--- config.mk ---
export PLATFORM = sky130hd
export DESIGN_NAME = cvxif_result_buffer
export DESIGN_NICKNAME = d
export VERILOG_FILES = /design/src/rtl/cvxif_result_buffer.sv
export SDC_FILE = /design/constraint.sdc
export NUM_CORES = 1
export LEC_CHECK = 0
export ABC_AREA = 1
export CELL_PAD_IN_SITES_DETAIL_PLACEMENT = 1
export CELL_PAD_IN_SITES_GLOBAL_PLACEMENT = 1
export CORE_MARGIN = 3
export CORE_UTILIZATION = 30
export CTS_BUF_LIST = sky130_fd_sc_hd__clkbuf_2 sky130_fd_sc_hd__clkbuf_4 sky130_fd_sc_hd__clkbuf_8
export DETAILED_ROUTE_END_ITERATION = 8
export GPL_TIMING_DRIVEN = 0
export PLACE_DENSITY = 0.58
export SKIP_CTS_REPAIR_TIMING = 1
export SYNTH_ARGS = -nofsm -noshare
export SYNTH_HDL_FRONTEND = slang
export SYNTH_SLANG_ARGS = --single-unit
--- constraint.sdc ---
create_clock -name clk_i -period 8.1 [get_ports clk_i]
set_clock_uncertainty 0.2 [all_clocks]
set_input_delay 1.215 -clock clk_i [delete_from_list [all_inputs] [get_ports clk_i]]
set_output_delay 1.215 -clock clk_i [all_outputs]
set_load 0.005 [all_outputs]
--- src/rtl/cvxif_result_buffer.sv ---
// ---------------------------------------------------------------------------
// cvxif_result_buffer
//
// In-order result queue between the coprocessor execute datapath and the
// CV-X-IF result interface. Each completed result is held in a circular
// buffer until the CPU accepts it with x_result_ready_i. Results whose
// instruction id is killed on the commit interface are marked and then
// purged from the head without ever being offered to the CPU.
//
// Ports
//   clk_i, rst_i            clock (rising edge), async active-high reset
//   in_*                    result offered by the execute stage (valid/ready)
//   commit_*                commit interface; only kill commits matter here
//   x_result_*              head entry presented to the CPU (valid/ready)
//   stat_delivered_o        (CVXIF_RESULT_STATS_EN only) delivered results
//   stat_killed_o           (CVXIF_RESULT_STATS_EN only) purged results
//
// Configuration
//   CVXIF_RESULT_STATS_EN   adds the two 32-bit wrapping event counters.
// ---------------------------------------------------------------------------
module cvxif_result_buffer #(
    parameter int DEPTH    = 4,
    parameter int ID_WIDTH = 3,
    parameter int XLEN     = 32
) (
    input  logic                clk_i,
    input  logic                rst_i,

    input  logic                in_valid_i,
    output logic                in_ready_o,
    input  logic [ID_WIDTH-1:0] in_id_i,
    input  logic [XLEN-1:0]     in_data_i,
    input  logic [4:0]          in_rd_i,
    input  logic                in_we_i,
    input  logic                in_exc_i,
    input  logic [5:0]          in_exccode_i,

    input  logic                commit_valid_i,
    input  logic [ID_WIDTH-1:0] commit_id_i,
    input  logic                commit_kill_i,

    output logic                x_result_valid_o,
    input  logic                x_result_ready_i,
    output logic [ID_WIDTH-1:0] x_result_id_o,
    output logic [XLEN-1:0]     x_result_data_o,
    output logic [4:0]          x_result_rd_o,
    output logic                x_result_we_o,
    output logic                x_result_exc_o,
    output logic [5:0]          x_result_exccode_o
`ifdef CVXIF_RESULT_STATS_EN
    ,
    output logic [31:0]         stat_delivered_o,
    output logic [31:0]         stat_killed_o
`endif
);

    localparam int PTR_W = $clog2(DEPTH);
    localparam logic [PTR_W:0] CNT_FULL = (PTR_W + 1)'(DEPTH);

    // Entry storage
    logic [ID_WIDTH-1:0] id_q      [DEPTH];
    logic [XLEN-1:0]     data_q    [DEPTH];
    logic [4:0]          rd_q      [DEPTH];
    logic [5:0]          exccode_q [DEPTH];
    logic [DEPTH-1:0]    we_q;
    logic [DEPTH-1:0]    exc_q;

    // Per-entry status
    logic [DEPTH-1:0]    occ_q,    occ_d;
    logic [DEPTH-1:0]    killed_q, killed_d;

    logic [PTR_W-1:0]    wr_ptr_q, wr_ptr_d;
    logic [PTR_W-1:0]    rd_ptr_q, rd_ptr_d;
    logic [PTR_W:0]      count_q,  count_d;

    logic full;
    logic empty;
    logic head_killed;
    logic kill_ev;
    logic push;
    logic deliver;
    logic purge;
    logic pop;

    assign full        = (count_q == CNT_FULL);
    assign empty       = (count_q == '0);
    assign head_killed = killed_q[rd_ptr_q];
    assign kill_ev     = commit_valid_i & commit_kill_i;

    // Readiness only looks at the registered count, so a pop in the same
    // cycle does not free a slot for a push until the next cycle.
    assign in_ready_o  = ~full;
    assign push        = in_valid_i & ~full;

    assign x_result_valid_o = ~empty & ~head_killed;
    assign deliver          = x_result_valid_o & x_result_ready_i;
    assign purge            = ~empty & head_killed;
    assign pop              = deliver | purge;

    assign x_result_id_o      = id_q[rd_ptr_q];
    assign x_result_data_o    = data_q[rd_ptr_q];
    assign x_result_rd_o      = rd_q[rd_ptr_q];
    assign x_result_we_o      = we_q[rd_ptr_q] & x_result_valid_o;
    assign x_result_exc_o     = exc_q[rd_ptr_q];
    assign x_result_exccode_o = exccode_q[rd_ptr_q];

    // Pointer and occupancy next-state; pointers wrap naturally since DEPTH
    // is a power of two.
    always_comb begin
        wr_ptr_d = wr_ptr_q;
        rd_ptr_d = rd_ptr_q;
        count_d  = count_q;
        if (push) begin
            wr_ptr_d = wr_ptr_q + 1'b1;
        end
        if (pop) begin
            rd_ptr_d = rd_ptr_q + 1'b1;
        end
        case ({push, pop})
            2'b10:   count_d = count_q + 1'b1;
            2'b01:   count_d = count_q - 1'b1;
            default: count_d = count_q;
        endcase
    end

    // Kill marking happens first, then pop and push override their own slot.
    // A head that is delivered in the same cycle it is killed is simply
    // popped, so delivery wins. The pushed slot can never be the popped slot
    // (push needs a free slot, pop needs an occupied one).
    always_comb begin
        occ_d    = occ_q;
        killed_d = killed_q;
        for (int i = 0; i < DEPTH; i++) begin
            if (kill_ev && occ_q[i] && (id_q[i] == commit_id_i)) begin
                killed_d[i] = 1'b1;
            end
            if (pop && (rd_ptr_q == PTR_W'(i))) begin
                occ_d[i]    = 1'b0;
                killed_d[i] = 1'b0;
            end
            if (push && (wr_ptr_q == PTR_W'(i))) begin
                occ_d[i]    = 1'b1;
                killed_d[i] = kill_ev && (in_id_i == commit_id_i);
            end
        end
    end

    always_ff @(posedge clk_i or posedge rst_i) begin
        if (rst_i) begin
            wr_ptr_q <= '0;
            rd_ptr_q <= '0;
            count_q  <= '0;
            occ_q    <= '0;
            killed_q <= '0;
        end else begin
            wr_ptr_q <= wr_ptr_d;
            rd_ptr_q <= rd_ptr_d;
            count_q  <= count_d;
            occ_q    <= occ_d;
            killed_q <= killed_d;
        end
    end

    // Payload is cleared on reset so the head fields read as zero.
    always_ff @(posedge clk_i or posedge rst_i) begin
        if (rst_i) begin
            for (int i = 0; i < DEPTH; i++) begin
                id_q[i]      <= '0;
                data_q[i]    <= '0;
                rd_q[i]      <= '0;
                exccode_q[i] <= '0;
            end
            we_q  <= '0;
            exc_q <= '0;
        end else if (push) begin
            id_q[wr_ptr_q]      <= in_id_i;
            data_q[wr_ptr_q]    <= in_data_i;
            rd_q[wr_ptr_q]      <= in_rd_i;
            exccode_q[wr_ptr_q] <= in_exccode_i;
            we_q[wr_ptr_q]      <= in_we_i;
            exc_q[wr_ptr_q]     <= in_exc_i;
        end
    end

`ifdef CVXIF_RESULT_STATS_EN
    logic [31:0] stat_delivered_q;
    logic [31:0] stat_killed_q;

    always_ff @(posedge clk_i or posedge rst_i) begin
        if (rst_i) begin
            stat_delivered_q <= '0;
            stat_killed_q    <= '0;
        end else begin
            if (deliver) begin
                stat_delivered_q <= stat_delivered_q + 32'd1;
            end
            if (purge) begin
                stat_killed_q <= stat_killed_q + 32'd1;
            end
        end
    end

    assign stat_delivered_o = stat_delivered_q;
    assign stat_killed_o    = stat_killed_q;
`endif

endmodule

==> Word level (Yosys, flattened, before mapping) <==
Index checks and enable logic that the tools add are counted.
{ "word_totals": {"regBits": 207, "inputBits": 57, "out_inout_bits": 50} }
{ "classes": {"addsub": 4, "magnitude_cmp": 6, "n_eq_ne": 14, "muxes": 55, "bitwise": 12, "reduce_logical": 31} }
{ "op_table": {"columns": ["operator", "n"], "rows": [
  ["128-bit bitwise mux", 1],
  ["32-bit two-way mux", 3],
  ["32-bit binary-select mux with 2-bit select", 1],
  ["32-bit demux with 2-bit select", 1],
  ["24-bit bitwise mux", 1],
  ["1-bit two-way mux", 24],
  ["20-bit bitwise mux", 1],
  ["1-bit logical AND", 19],
  ["6-bit two-way mux", 3],
  ["3-bit == test", 5],
  ["5-bit two-way mux", 3],
  ["6-bit binary-select mux with 2-bit select", 1],
  ["12-bit bitwise mux", 1],
  ["6-bit demux with 2-bit select", 1],
  ["3-bit nonzero test", 4],
  ["5-bit binary-select mux with 2-bit select", 1],
  ["5-bit demux with 2-bit select", 1],
  ["2-bit == test, second input constant", 5],
  ["2-bit nonzero test", 5],
  ["3-bit two-way mux", 3],
  ["4-bit bitwise mux", 2],
  ["1-bit AND", 6],
  ["1-bit binary-select mux with 2-bit select", 3],
  ["3-bit binary-select mux with 2-bit select", 1],
  ["other kinds (17)", 26]
]} }

==> Longest topological paths before layout <==
{ "logic_depth": {"depth_word": 9, "mapped_depth": 14} }

==> Worst setup path after synthesis <==
OpenSTA, ideal clock, no wires.
{ "synth_timing": {"kind": "input to register", "from": "in x_result_ready_i", "to": "reg count_q[2]", "t_arrival_ns": 2.407, "t_required_ns": 7.769, "setup_slack_ns": 5.362, "stages": 10, "cell_sequence": "inv_1 nand2_2 nand2_1 inv_1 ha_1 inv_1 fa_1 a21oi_1 o21ai_0 xor2_1"} }
{ "synth_between": {"elab_chain_cells": 4, "word_cells_on_any_way": 6, "classes_between": "eq/ne: 2; mux: 1; bitwise: 2; reduce/logical: 1"} }
{ "synth_lines": {"columns": ["item", "line_no", "rtl"], "rows": [
  ["from (decl)", "43", "input logic x_result_ready_i,"],
  ["1-bit AND *", "96", "assign deliver = x_result_valid_o & x_result_ready_i;"],
  ["1-bit bitwise OR *", "98", "assign pop = deliver | purge;"],
  ["2-bit by 1-bit == test with 1-bit output or 2-bit == test (tied branches)", "119", "case ({push, pop})"],
  ["3-bit case mux with 2 select lines or 2-bit nonzero test (tied branches)", null, null],
  ["to (signal assigned)", "158", "count_q <= count_d;"],
  ["to (decl)", "74", "logic [PTR_W:0] count_q, count_d;"]
]} }
Mark *: on every way between the ends. The rest lies on a longest branch, timed or not.
A chain may end at the register's enable or synchronous reset.

==> Worst setup path after layout <==
{ "layout_timing": {"from": "reg rd_ptr_q[1]", "to": "out x_result_data_o[23]"} }
{ "layout_between": {"elab_chain_cells": 4} }
{ "layout_lines": {"columns": ["item", "line_no", "rtl"], "rows": [
  ["from (decl)", "73", "logic [PTR_W-1:0] rd_ptr_q, rd_ptr_d;"],
  ["from (signal assigned)", "157", "rd_ptr_q <= rd_ptr_d;"],
  ["2-bit NOT with 3-bit output (implied by the code)", "101", "assign x_result_data_o = data_q[rd_ptr_q];"],
  ["32-bit binary-select mux with 2-bit select", "101", null],
  ["32-bit two-way mux (implied by the code) (2 in a row)", "101", null],
  ["to (decl)", "45", "output logic [XLEN-1:0] x_result_data_o,"]
]} }
Every way passes these cells. The select of a mux whose other input is x is not followed.

==> metrics.cfg <==
[global_routing]
grt_first_pass_wirelength_um = 53680
use_met1_pct = 27.03
grt_util_met2_pct = 32.02
top_usage_layer = met2
use_met3_pct = 3.419
track_usage_pct = 19.51
grt_pass1_vias = 9394
antenna_found_initial = 0
grt_max_degree = 113
overflow = 0

[sta]
final.period_utilization_pct = 53.52
hold_viol_final = 0
rsz0062_at_grt = no
setup_viol = 0
fmax_mhz = 230.7
tns_ns = 0
fin_crit_ns = 4.335
maxSlewViolCount = 0
worst_pin_slew_ns = 0.7660
setup_ws_ns = 3.765
slew_headroom_pct = 48.93

[power_and_ir_drop]
leakagePower_nw = 6.221
ir_drop_mv = 0.1551
p_total_w = 0.005380
power_density_mw_per_mm2 = 434.8

[synthesis]
synthesis.instances = 1243
synth-adder-area-share_pct = 1.355
synth.avg_cell_area_sq_um = 7.874
synth_top_family_by_area = simple AND/OR/NAND/NOR gates
yosysSeqAreaShare_pct = 52.93
synth-seq-cells = 207
ys_types = 25
synth-simple-area-share_pct = 28.85
synth_nets = 1310
yosys_warnings = 0
synth_xor_area_share_pct = 0.4475
synth.mux.area_fraction_pct = 0
synth-compound-area-share_pct = 9.985
syn_area_sq_mm = 0.009787

[min_path]
min-delay-start = data_q[88]
hp-class = reg2reg

[finish]
fill_cells = 3888
insertedDiodeCount = 0
layout.nets = 1462
area_growth_pct = 26.41
drive_gt1_share_pct = 9.754
fin_area_sq_mm = 0.01237

[floorplanning]
io_pins = 107
die_w_um = 186.6
coreArea_sq_mm = 0.03188
die_h_um = 186.6
dieArea_sq_mm = 0.03483
placementRows = 65
start_util_pct = 30.70

[clock_tree]
clkLatencyLatePin_ns = 0.54
numCtsBuffers = 42
cts_tree = done
cts.sinks = 207
cts_max_level = 2
clk_pin_slew_worst_paths_ns = 0.06
clockBufferDepth = 3
cts_root_buf = clkbuf_8

[worst_setup_path]
end_kind = primary output
cp.required_ns = 6.68
arrival_ns = 2.92
worstSetupPathType = reg2out
worst-path-max-fanout = 10
crit_path_start = rd_ptr_q[1]
critPathLaunchType = register
rr_startpoint = rd_ptr_q[0]

[drt]
routedWlPerCell_um = 18.20
wl_um = 33850
drc = 0
drtAntennaViolNets = 0
firstDrtPassIters = 4
drtIter0Drc = 401
drt-vias-per-instance = 4.651
via_count = 8650

[placed_design]
place_hpwl_um = 22330
io_buffers = 106
dp_slack_ns = 4.303
post_dp_cell_area_sq_mm = 0.01145
gp_congestion = 0.7756

[outcome]
status = completed

[job]
drv_cap = 0

where the power goes:
group | internal [W] | switching, W
combinational | 0.00101 | 0.00143
clock | 0.000692 | 0.000474
sequential | 0.00152 | 0.000250
metrics by stage:
step	instances	util, %	hold WS [ns]
final	1860	38.81	0.2628
after detailed placement	1786	35.93	0.2530
after CTS	1860	38.81	0.2669
after global routing	1860	38.81	0.2798
after global placement	1784	35.73	0.2478
after floorplan	1243	-	0.2366
path summary, 6_finish.rpt:
path	depth (start not counted)	endpoint	slack [ns]
worst max-delay path	6	x_result_data_o[23]	3.76
worst min-delay path	2	data_q[88]	0.26
worst max register to register	14	count_q[2]	5.38
worst min register to register	2	data_q[88]	0.26
max in group asynchronous	4	data_q[33]	5.72
min in group asynchronous	2	data_q[123]	0.81
cell usage after synthesis, drive strengths merged:
library cell / n / area [sq um]
nand2: 608 / 2301
dfrtp: 207 / 5180
o21ai: 121 / 605.6
nor2: 96 / 425.4
buf: 49 / 374.1
inv: 47 / 183.9
o22ai: 39 / 244.0
a21oi: 24 / 120.1
clkbuf: 19 / 71.32
nand3: 17 / 97.60
ha: 9 / 112.6
xor2: 4 / 35.03
fa: 1 / 20.02
o211ai: 1 / 7.510
xnor2: 1 / 8.760
logic make-up (layout without fill, tap and decap cells):
logic type,count (synthesis),in the layout
buffers and inverters,115,297
xor gates and xnor gates,5,5
and+or+nand+nor,721,721
DFF,207,207
AOI/OAI and AO/OA,185,185
adders and majority gates,10,10
layer usage:
metal	up-vias	share of wire, %
met5	-	0
met4	0	1.9
met3	47	4.1
met2	143	46
met1	4240	48
li1	4220	-
state kept, by name, indices dropped and copies added, names as in the netlist:
register   cells
id_q          12
rd_q          20
rd_ptr_q       2
killed_q       4
data_q       128
exccode_q     24
occ_q          4
exc_q          4
count_q        3
we_q           4
wr_ptr_q       2
cell type report:
class                   instances  area [sq um]  area share, %
plain buffers                  68         445.4          3.600
clock buffers                  70         894.6          7.231
flip-flops and latches        207          5180          41.87
well taps                     435         544.3          4.399
repair buffers                108          1116          9.021
inverters                      47         191.4          1.547
multi-input cells             921          3978          32.15
clock inverters                 4         22.52         0.1820
worst max-delay path, stage by stage (launching register included):
cell and delay (ns):
dfrtp_1 0.49, inv_1 0.21, buf_2 0.33, clkbuf_1 0.39
o21ai_0 0.16, o22ai_1 0.24, clkdlybuf4s50_1 0.56
cells in the final DEF (no fill, tap or decap):
cell type and instances:
nand2_1 606, dfrtp_1 207, o21ai_0 118, clkdlybuf4s50_1 106, nor2_1 92, clkbuf_8 59
o22ai_1 39, inv_1 39, a21oi_1 24, clkbuf_1 19, buf_2 17, buf_4 17
nand3_1 16, buf_6 14, clkbuf_4 11, ha_1 9, xor2_1 4, inv_2 4
nor2_8 4, o21ai_1 3, inv_4 3, clkinv_2 3, buf_16 2, buf_1 1
o211ai_1 1, inv_8 1, nand3_4 1, nand2_8 1, xnor2_1 1, nand2_2 1
fa_1 1, clkinvlp_4 1
Note: power is estimated with default switching activity, not from simulation.
